## src/rtl/mdu_pkg.sv

```systemverilog
// Shared types and op-decode helpers for the iterative multiply/divide unit.
package mdu_pkg;

  typedef enum logic [2:0] {
    MUL    = 3'd0,
    MULH   = 3'd1,
    MULHSU = 3'd2,
    MULHU  = 3'd3,
    DIV    = 3'd4,
    DIVU   = 3'd5,
    REM    = 3'd6,
    REMU   = 3'd7
  } op_t;

  typedef enum logic [1:0] {
    IDLE = 2'd0,
    PREP = 2'd1,
    BUSY = 2'd2,
    DONE = 2'd3
  } state_t;

  function automatic logic is_div(input op_t op);
    return op[2];
  endfunction

  function automatic logic is_rem(input op_t op);
    return op[2] & op[1];
  endfunction

  function automatic logic is_signed_a(input op_t op);
    return (op == MULH) || (op == MULHSU) || (op == DIV) || (op == REM);
  endfunction

  function automatic logic is_signed_b(input op_t op);
    return (op == MULH) || (op == DIV) || (op == REM);
  endfunction

endpackage

```

## src/rtl/mdu_iter_if.sv

```systemverilog
// Operand/result handshake bundle between the execute stage and the multiply/divide unit.
interface mdu_iter_if #(parameter int WIDTH = 32);
  logic             kill;
  logic             in_valid;
  logic             in_ready;
  logic [2:0]       op;
  logic [WIDTH-1:0] a;
  logic [WIDTH-1:0] b;
  logic             out_valid;
  logic             out_ready;
  logic [WIDTH-1:0] result;

  modport master (
    output kill, in_valid, op, a, b, out_ready,
    input  in_ready, out_valid, result
  );

  modport slave (
    input  kill, in_valid, op, a, b, out_ready,
    output in_ready, out_valid, result
  );
endinterface

```

## src/rtl/mdu_step.sv

```systemverilog
// One radix-2 iteration on the 2*WIDTH accumulator: add-then-shift-right for multiply,
// shift-left-then-trial-subtract (restoring) for divide.
module mdu_step #(
  parameter int WIDTH = 32
) (
  input  logic               is_div,
  input  logic [2*WIDTH-1:0] acc_in,
  input  logic [WIDTH-1:0]   operand,
  output logic [2*WIDTH-1:0] acc_out
);

  logic [WIDTH:0]   sum;
  logic [WIDTH:0]   rext;
  logic [WIDTH-1:0] rem_sub;
  logic             borrow;

  always_comb begin
    acc_out = acc_in;
    sum     = '0;
    rext    = '0;
    rem_sub = '0;
    borrow  = 1'b0;
    if (is_div) begin
      // the shifted partial remainder needs one extra bit before the compare
      rext    = acc_in[2*WIDTH-1:WIDTH-1];
      borrow  = rext < {1'b0, operand};
      rem_sub = rext[WIDTH-1:0] - operand;
      if (borrow) begin
        acc_out = {rext[WIDTH-1:0], acc_in[WIDTH-2:0], 1'b0};
      end else begin
        acc_out = {rem_sub, acc_in[WIDTH-2:0], 1'b1};
      end
    end else begin
      sum     = {1'b0, acc_in[2*WIDTH-1:WIDTH]} + (acc_in[0] ? {1'b0, operand} : '0);
      acc_out = {sum, acc_in[WIDTH-1:1]};
    end
  end

endmodule

```

## src/rtl/mdu_iter.sv

```systemverilog
// Iterative RV32M multiply/divide unit: unsigned one-bit-per-cycle core with sign fix-up.
// Optional macro MDU_EARLY_OUT_EN: div-by-zero, signed overflow and zero multiply skip BUSY.
module mdu_iter
  import mdu_pkg::*;
#(
  parameter int WIDTH = 32,
  parameter int CNT_W = $clog2(WIDTH) + 1
) (
  input logic       clk,
  input logic       rst,
  mdu_iter_if.slave bus
);

  localparam logic [WIDTH-1:0] MIN_VAL = {1'b1, {(WIDTH-1){1'b0}}};

  state_t               state, state_nxt;
  op_t                  op_q;
  logic [WIDTH-1:0]     a_q, b_q, opnd_q, spec_q, result_q;
  logic [2*WIDTH-1:0]   acc, acc_nxt, prod;
  logic [CNT_W-1:0]     cnt;
  logic                 neg_q, special_q;

  logic                 neg_a, neg_b, div_zero, ovf, mul_zero, special_c, early_c, neg_c;
  logic [WIDTH-1:0]     abs_a, abs_b, spec_c, fixed_res, final_res;

  mdu_step #(.WIDTH(WIDTH)) u_step (
    .is_div  (is_div(op_q)),
    .acc_in  (acc),
    .operand (opnd_q),
    .acc_out (acc_nxt)
  );

  // operand decode used during PREP: magnitudes, result sign and forced special results
  always_comb begin
    neg_a    = is_signed_a(op_q) && a_q[WIDTH-1];
    neg_b    = is_signed_b(op_q) && b_q[WIDTH-1];
    abs_a    = neg_a ? -a_q : a_q;
    abs_b    = neg_b ? -b_q : b_q;
    neg_c    = is_rem(op_q) ? neg_a : (neg_a ^ neg_b);
    div_zero = is_div(op_q) && (b_q == '0);
    ovf      = is_div(op_q) && is_signed_b(op_q) && (a_q == MIN_VAL) && (b_q == '1);
    mul_zero = !is_div(op_q) && ((a_q == '0) || (b_q == '0));
    special_c = div_zero || ovf || mul_zero;
    spec_c   = '0;
    if (div_zero) begin
      spec_c = is_rem(op_q) ? a_q : '1;
    end else if (ovf) begin
      spec_c = is_rem(op_q) ? '0 : MIN_VAL;
    end
`ifdef MDU_EARLY_OUT_EN
    early_c = special_c;
`else
    early_c = 1'b0;
`endif
  end

  always_comb begin
    prod      = neg_q ? -acc_nxt : acc_nxt;
    fixed_res = '0;
    if (!is_div(op_q)) begin
      fixed_res = (op_q == MUL) ? prod[WIDTH-1:0] : prod[2*WIDTH-1:WIDTH];
    end else if (is_rem(op_q)) begin
      fixed_res = neg_q ? -acc_nxt[2*WIDTH-1:WIDTH] : acc_nxt[2*WIDTH-1:WIDTH];
    end else begin
      fixed_res = neg_q ? -acc_nxt[WIDTH-1:0] : acc_nxt[WIDTH-1:0];
    end
    final_res = special_q ? spec_q : fixed_res;
  end

  always_ff @(posedge clk) begin
    if (rst) begin
      state <= IDLE;
    end else begin
      state <= state_nxt;
    end
  end

  // kill overrides every transition, including an acceptance in IDLE
  always_comb begin
    state_nxt = state;
    case (state)
      IDLE: if (bus.in_valid) state_nxt = PREP;
      PREP: state_nxt = early_c ? DONE : BUSY;
      BUSY: if (cnt == CNT_W'(1)) state_nxt = DONE;
      DONE: if (bus.out_ready) state_nxt = IDLE;
      default: state_nxt = IDLE;
    endcase
    if (bus.kill) state_nxt = IDLE;
  end

  always_ff @(posedge clk) begin
    if (rst) begin
      op_q      <= MUL;
      a_q       <= '0;
      b_q       <= '0;
      opnd_q    <= '0;
      spec_q    <= '0;
      acc       <= '0;
      cnt       <= '0;
      neg_q     <= 1'b0;
      special_q <= 1'b0;
      result_q  <= '0;
    end else if (bus.kill) begin
      cnt <= '0;
    end else begin
      case (state)
        IDLE: begin
          if (bus.in_valid) begin
            op_q <= op_t'(bus.op);
            a_q  <= bus.a;
            b_q  <= bus.b;
          end
        end
        PREP: begin
          acc       <= is_div(op_q) ? {{WIDTH{1'b0}}, abs_a} : {{WIDTH{1'b0}}, abs_b};
          opnd_q    <= is_div(op_q) ? abs_b : abs_a;
          neg_q     <= neg_c;
          special_q <= special_c;
          spec_q    <= spec_c;
          cnt       <= CNT_W'(WIDTH);
          if (early_c) result_q <= spec_c;
        end
        BUSY: begin
          acc <= acc_nxt;
          cnt <= cnt - CNT_W'(1);
          if (cnt == CNT_W'(1)) result_q <= final_res;
        end
        default: ;
      endcase
    end
  end

  assign bus.in_ready  = (state == IDLE);
  assign bus.out_valid = (state == DONE);
  assign bus.result    = result_q;

endmodule

```

## src/flat_wrapper.sv

```systemverilog
// flat-port wrapper written by rule: the top's interface ports become plain ports
module mdu_iter_flat import mdu_pkg::*;
#(
  parameter int WIDTH = 32,
  parameter int CNT_W = $clog2(WIDTH) + 1
)
  (clk, rst, bus_kill, bus_in_valid, bus_op, bus_a, bus_b, bus_out_ready, bus_in_ready, bus_out_valid, bus_result);
  mdu_iter_if #(.WIDTH(WIDTH)) bus_i ();
  input logic clk;
  input logic rst;
  input wire logic [$bits(bus_i.kill)-1:0] bus_kill;
  input wire logic [$bits(bus_i.in_valid)-1:0] bus_in_valid;
  input wire logic [$bits(bus_i.op)-1:0] bus_op;
  input wire logic [$bits(bus_i.a)-1:0] bus_a;
  input wire logic [$bits(bus_i.b)-1:0] bus_b;
  input wire logic [$bits(bus_i.out_ready)-1:0] bus_out_ready;
  output wire logic [$bits(bus_i.in_ready)-1:0] bus_in_ready;
  output wire logic [$bits(bus_i.out_valid)-1:0] bus_out_valid;
  output wire logic [$bits(bus_i.result)-1:0] bus_result;
  assign bus_i.kill = bus_kill;
  assign bus_i.in_valid = bus_in_valid;
  assign bus_i.op = bus_op;
  assign bus_i.a = bus_a;
  assign bus_i.b = bus_b;
  assign bus_i.out_ready = bus_out_ready;
  assign bus_in_ready = bus_i.in_ready;
  assign bus_out_valid = bus_i.out_valid;
  assign bus_result = bus_i.result;
  mdu_iter #(.WIDTH(WIDTH), .CNT_W(CNT_W)) u_core (.clk(clk), .rst(rst), .bus(bus_i));
endmodule
```

## config.mk

```make
export PLATFORM = sky130hd
export DESIGN_NAME = mdu_iter_flat
export DESIGN_NICKNAME = d
export VERILOG_FILES = /design/src/rtl/mdu_pkg.sv /design/src/rtl/mdu_iter_if.sv /design/src/rtl/mdu_step.sv /design/src/rtl/mdu_iter.sv /design/src/flat_wrapper.sv
export SDC_FILE = /design/constraint.sdc
export NUM_CORES = 1
export LEC_CHECK = 0
export CORE_MARGIN = 2
export CORE_UTILIZATION = 40
export DETAILED_ROUTE_END_ITERATION = 16
export PLACE_DENSITY = 0.55
export SYNTH_ARGS = -nofsm -noshare
export SYNTH_HDL_FRONTEND = slang
export SYNTH_HIERARCHICAL = 1
export SYNTH_SLANG_ARGS = --single-unit
```

## constraint.sdc

```tcl
create_clock -name clk -period 8.4 [get_ports clk]
set_input_delay 1.68 -clock clk [delete_from_list [all_inputs] [get_ports clk]]
set_output_delay 1.68 -clock clk [all_outputs]
set_load 0.1 [all_outputs]
```

==> results_tabular.tex <==
\begin{tabular}{lr}
\hline
Metric & Value \\
\hline
\multicolumn{2}{l}{\textbf{Logic synthesis}} \\
Dominant combinational cell family by area after synthesis & compound AO/OA/AOI/OAI gates \\
Synth Cell Area & 18900 sq um \\
Post-Synth Adder-Cell Area & between 5 and 6\% \\
Most numerous cell in the Yosys netlist & sky130\_fd\_sc\_hd\_\_nand2\_1 \\
Mapped Nets & 2711 \\
Post-synth cell types & 92 \\
Most frequently used flop master after synthesis & sky130\_fd\_sc\_hd\_\_dfxtp\_1 \\
Async set-reset flop share out of synthesis & 0\% \\
Portion of the post-synthesis area used by sequential elements & between 20\% and 30\% \\
Number of instances in the synthesized netlist & 2562 \\
Synthesis-stage register bit count & around 240 \\
Synth top cells by count & 355 x sky130\_fd\_sc\_hd\_\_nand2\_1, 262 x sky130\_fd\_sc\_hd\_\_a21oi\_1, 237 x sky130\_fd\_sc\_hd\_\_dfxtp\_1, 175 x sky130\_fd\_sc\_hd\_\_o21ai\_0, 163 x sky130\_fd\_sc\_hd\_\_nor2\_1 \\
EDFF count, synth & 0 \\
Largest area contributor in the synthesized netlist & sky130\_fd\_sc\_hd\_\_dfxtp\_1 \\
Warnings, synthesis & 6 \\
Xor/xnor cell area share of the yosys netlist & approximately 8.1\% \\
Area share of the leading cell type in the synthesized netlist & between 20\% and 30\% \\
Average cell area after synthesis & $\sim$7.4 sq um \\
Post-synthesis mux area share & slightly below 5\% \\
Post-synthesis compound-gate area fraction & 28.5\% \\
Share of synthesized cell area in and, or, nand and nor gates & between 20\% and 30\% \\
Dominant cells by area after synthesis & sky130\_fd\_sc\_hd\_\_dfxtp\_1 25\%, sky130\_fd\_sc\_hd\_\_nand2\_1 7.1\%, sky130\_fd\_sc\_hd\_\_a21oi\_1 6.9\%, sky130\_fd\_sc\_hd\_\_ha\_1 5.0\%, sky130\_fd\_sc\_hd\_\_xnor2\_1 4.8\% \\
\multicolumn{2}{l}{\textbf{Place}} \\
PortBufs & 105 \\
Global placer's final weighted congestion & slightly below 1 \\
Post-Place Worst Slack & approximately 2.2 ns \\
Placed Instance Area & around 20000 sq um \\
HPWL Detailed & around 57000 um \\
\multicolumn{2}{l}{\textbf{Setup path}} \\
Endpoint type of the worst setup path & register \\
Critical path start-end classification & register to register \\
Cell family with the largest share of critical-path delay & compound AO/OA/AOI/OAI gates \\
Critical path buffer and inverter count & 0 \\
Beginning of the worst register-to-register path & u\_core/acc[0]\$\_SDFFE\_PP0P\_ \\
Worst path arrival time & between 6 and 7 ns \\
Biggest fanout along the worst timing path & 34 \\
Reg-to-reg setup timing slack & 2.10 ns \\
Delay of the slowest cell on the worst path & between 1 and 1.5 ns \\
Kind of start point of the critical path & register \\
Worst path cell trace & and2\_1, ha\_1, a21oi\_2, nand2\_1, a311oi\_1, nand2\_1, a31oi\_1, o21ai\_0, a31oi\_1, xor2\_1, o21ai\_0, or4\_1, nor4\_2, a41oi\_1, xor2\_1, a2111oi\_0, a2bb2oi\_1, o21ai\_1 \\
Required arrival time at the worst endpoint & just under 9 ns \\
RR Endpoint & u\_core/bus.result[30]\$\_SDFFE\_PP0P\_ \\
Worst R2R Path Depth & 18 \\
Slowest stage cell, crit path & sky130\_fd\_sc\_hd\_\_dfxtp\_1 \\
\multicolumn{2}{l}{\textbf{STA}} \\
Normalized max-slew margin & $\sim$25\% \\
Slew Viols, Final & 0 \\
RSZ-0062 raised after global routing & no \\
Final number of hold-violating endpoints & 0 \\
Post-route setup TNS & 0 ns \\
Fin Clk Skew & between 0.03 and 0.04 ns \\
Max Clock Freq & around 0.16 GHz \\
Count of final setup violators & 0 \\
Setup slack after layout & 2.10 ns \\
Min Tclk post-route & 6.30 ns \\
Ratio of final minimum period to clock period & 75.0\% \\
Actual transition at the worst max-transition pin & roughly 1.1 ns \\
\multicolumn{2}{l}{\textbf{Clocking}} \\
Number of levels in the clock H-tree & 1 \\
Clock input transition at the sequential cells of the worst setup and hold paths & $\sim$0.070 ns \\
Clk sink count & roughly 240 \\
Post-CTS Setup Bufs & 0 \\
Insertion delay of the later-clocked pin in the worst-skew pair & 0.61 ns \\
Quantity of hold-fixing buffers added after cts & 0 \\
Buffers from clock root to sink, at most & 3 \\
Quantity of gates resized following cts & 0 \\
Buffer type at the clock tree root & sky130\_fd\_sc\_hd\_\_clkbuf\_16 \\
CTS tree & yes \\
Total clock buffers created by CTS & 28 \\
\multicolumn{2}{l}{\textbf{Final layout}} \\
Final core occ & a little under half \\
Total of fill cells in the finished design & approximately 4700 \\
Synthesis-to-finish area growth & 12.9\% \\
Net count, final & $\sim$2700 \\
Share of cells above drive strength 1 & under 10\% \\
Summed area of non-filler cells in the final layout & 21300 sq um \\
\multicolumn{2}{l}{\textbf{Power and ir drop}} \\
Peak ir drop on the vdd network & 0.000150 V \\
Power density relative to cell area & about 160 nW/um\^{}2 \\
Leakage & about 8.1 nW \\
\multicolumn{2}{l}{\textbf{Detailed routing}} \\
Number of vias in the routed layout & a little under 20000 \\
Post-detailed-route wirelength per cell & between 20 and 25 um \\
Post-detailed-route DRC marker count & 0 \\
Wire length after detailed routing & roughly 76000 um \\
Via/cell ratio & roughly 6.3 \\
First-pass iteration count of the detailed router & 8 \\
Detailed router's first-iteration violation count & between 2000 and 2500 \\
ANT nets after route & 0 \\
\multicolumn{2}{l}{\textbf{Global route}} \\
Via count of the first global-routing pass & approximately 18000 \\
Total grt overflow & 0 \\
Initial antenna violation count & 2 \\
Global-route wire length before repair & roughly 110000 um \\
Aggregate global-route resource usage & about 30\% \\
Largest net degree at the start of global routing & 77 \\
\multicolumn{2}{l}{\textbf{Min path}} \\
Worst min-delay path category & register to register \\
Origin of the worst min-delay path & u\_core/spec\_q[26]\$\_SDFFE\_PP0P\_ \\
Worst hold path stage count & 2 \\
End point of the most critical hold path & u\_core/spec\_q[26]\$\_SDFFE\_PP0P\_ \\
\multicolumn{2}{l}{\textbf{Die}} \\
Core area & about 47000 sq um \\
Initial Utilization & between 40\% and 50\% \\
Top-level I/O count & around 110 \\
Die width & 221 um \\
Row Count & 79 \\
Area of the die & slightly below 50000 sq um \\
Vert. Die Dim & about 220 um \\
\multicolumn{2}{l}{\textbf{Run}} \\
Maximum Capacitance Violations & 0 \\
\multicolumn{2}{l}{\textbf{Status}} \\
Status & finished clean \\
\hline
\end{tabular}
-- per-stage QoR --
step / power (mW) / hold slack (ns) / instances
after detailed placement: 2.01 / 0.438 / 3129
after floorplan: 1.75 / 0.427 / 2562
after CTS: 3.38 / 0.448 / 3180
final: 3.38 / 0.445 / 3181
after global placement: 2.01 / 0.435 / 3129
after global routing: 3.50 / 0.467 / 3180
-- routing by layer --
metal	vias to the layer above	wire, um	global-route usage [%]
li1	9310	-	-
met1	9522	33300	41.5
met2	863	33300	45.9
met3	184	6200	4.40
met4	4	3610	12.2
met5	-	23	0
-- flip-flops by register name (all words and copies together) (netlist names) --
name,count
u_core/acc,64
u_core/a_q,32
u_core/b_q,32
u_core/bus.result,32
u_core/opnd_q,32
u_core/spec_q,32
u_core/cnt,6
u_core/op_q,3
u_core/state,2
u_core/neg_q,1
u_core/special_q,1
-- worst max path at each step --
stage	from	end	slack, ns	cells after the start
final	u_core/acc[0]$_SDFFE_PP0P_	u_core/bus.result[30]$_SDFFE_PP0P_	2.10	18
after global routing	u_core/acc[0]$_SDFFE_PP0P_	u_core/bus.result[29]$_SDFFE_PP0P_	1.58	18
after CTS	u_core/acc[0]$_SDFFE_PP0P_	u_core/bus.result[30]$_SDFFE_PP0P_	2.15	18
after detailed placement	u_core/acc[0]$_SDFFE_PP0P_	u_core/bus.result[30]$_SDFFE_PP0P_	2.18	18
after global placement	u_core/acc[0]$_SDFFE_PP0P_	u_core/bus.result[27]$_SDFFE_PP0P_	2.35	18
after floorplan	u_core/acc[0]$_SDFFE_PP0P_	u_core/bus.result[29]$_SDFFE_PP0P_	3.56	20
-- logic make-up (layout without fill, tap and decap cells) --
logic type | Yosys count | after routing
mux | 88 | 88
simple gates | 879 | 879
compound gates | 833 | 833
xor+xnor | 175 | 175
other cells | 0 | 1
flops | 237 | 237
fa+ha+maj | 77 | 77
buf+inv | 273 | 284
-- worst min-delay path, stage by stage (launching register included) --
cell	delay, ns
sky130_fd_sc_hd__dfxtp_1	0.30
sky130_fd_sc_hd__nand2_1	0.05
sky130_fd_sc_hd__a21oi_1	0.05
-- placed cells by master, fill, tap and decap left out, types with 25 or more instances in the layout --
master / synthesis / final
sky130_fd_sc_hd__a22o_1: 29 / 29
sky130_fd_sc_hd__nor2_1: 163 / 161
sky130_fd_sc_hd__xor2_1: 72 / 72
sky130_fd_sc_hd__a31oi_1: 39 / 39
sky130_fd_sc_hd__nor4_1: 25 / 25
sky130_fd_sc_hd__and2_1: 40 / 40
sky130_fd_sc_hd__buf_4: 4 / 49
sky130_fd_sc_hd__nand4_1: 28 / 28
sky130_fd_sc_hd__o211ai_1: 57 / 57
sky130_fd_sc_hd__o21ai_0: 175 / 175
sky130_fd_sc_hd__nand3_1: 61 / 61
sky130_fd_sc_hd__nor3_1: 53 / 52
sky130_fd_sc_hd__a21o_1: 33 / 33
sky130_fd_sc_hd__mux2_2: 38 / 38
sky130_fd_sc_hd__or3_1: 32 / 32
sky130_fd_sc_hd__nand2_1: 355 / 355
sky130_fd_sc_hd__a21oi_1: 262 / 262
sky130_fd_sc_hd__ha_1: 75 / 74
sky130_fd_sc_hd__inv_1: 78 / 78
sky130_fd_sc_hd__xnor2_1: 103 / 103
sky130_fd_sc_hd__clkbuf_16: 0 / 28
sky130_fd_sc_hd__mux2i_1: 50 / 50
sky130_fd_sc_hd__o31ai_1: 27 / 27
sky130_fd_sc_hd__dfxtp_1: 237 / 235
sky130_fd_sc_hd__clkdlybuf4s50_1: 0 / 104
-- cell type report --
type	count	area (sq um)	share of cell area, %
Tap cell	607	759	3.56
Sequential cell	237	4750	22.3
Clock buffer	36	791	3.71
Inverter	80	300	1.41
Timing Repair Buffer	153	1410	6.61
Clock inverter	15	234	1.10
Antenna cell	1	2.50	0.0117
Multi-Input combinational cell	2052	13100	61.3
-- power breakdown --
group	internal [mW]	total, mW	leakage, nW	switching [mW]
Sequential	1.15	1.20	1.92	0.0518
Clock	0.819	1.37	0.501	0.550
Combinational	0.270	0.805	5.69	0.536
Power figures use the tool's default switching activity.
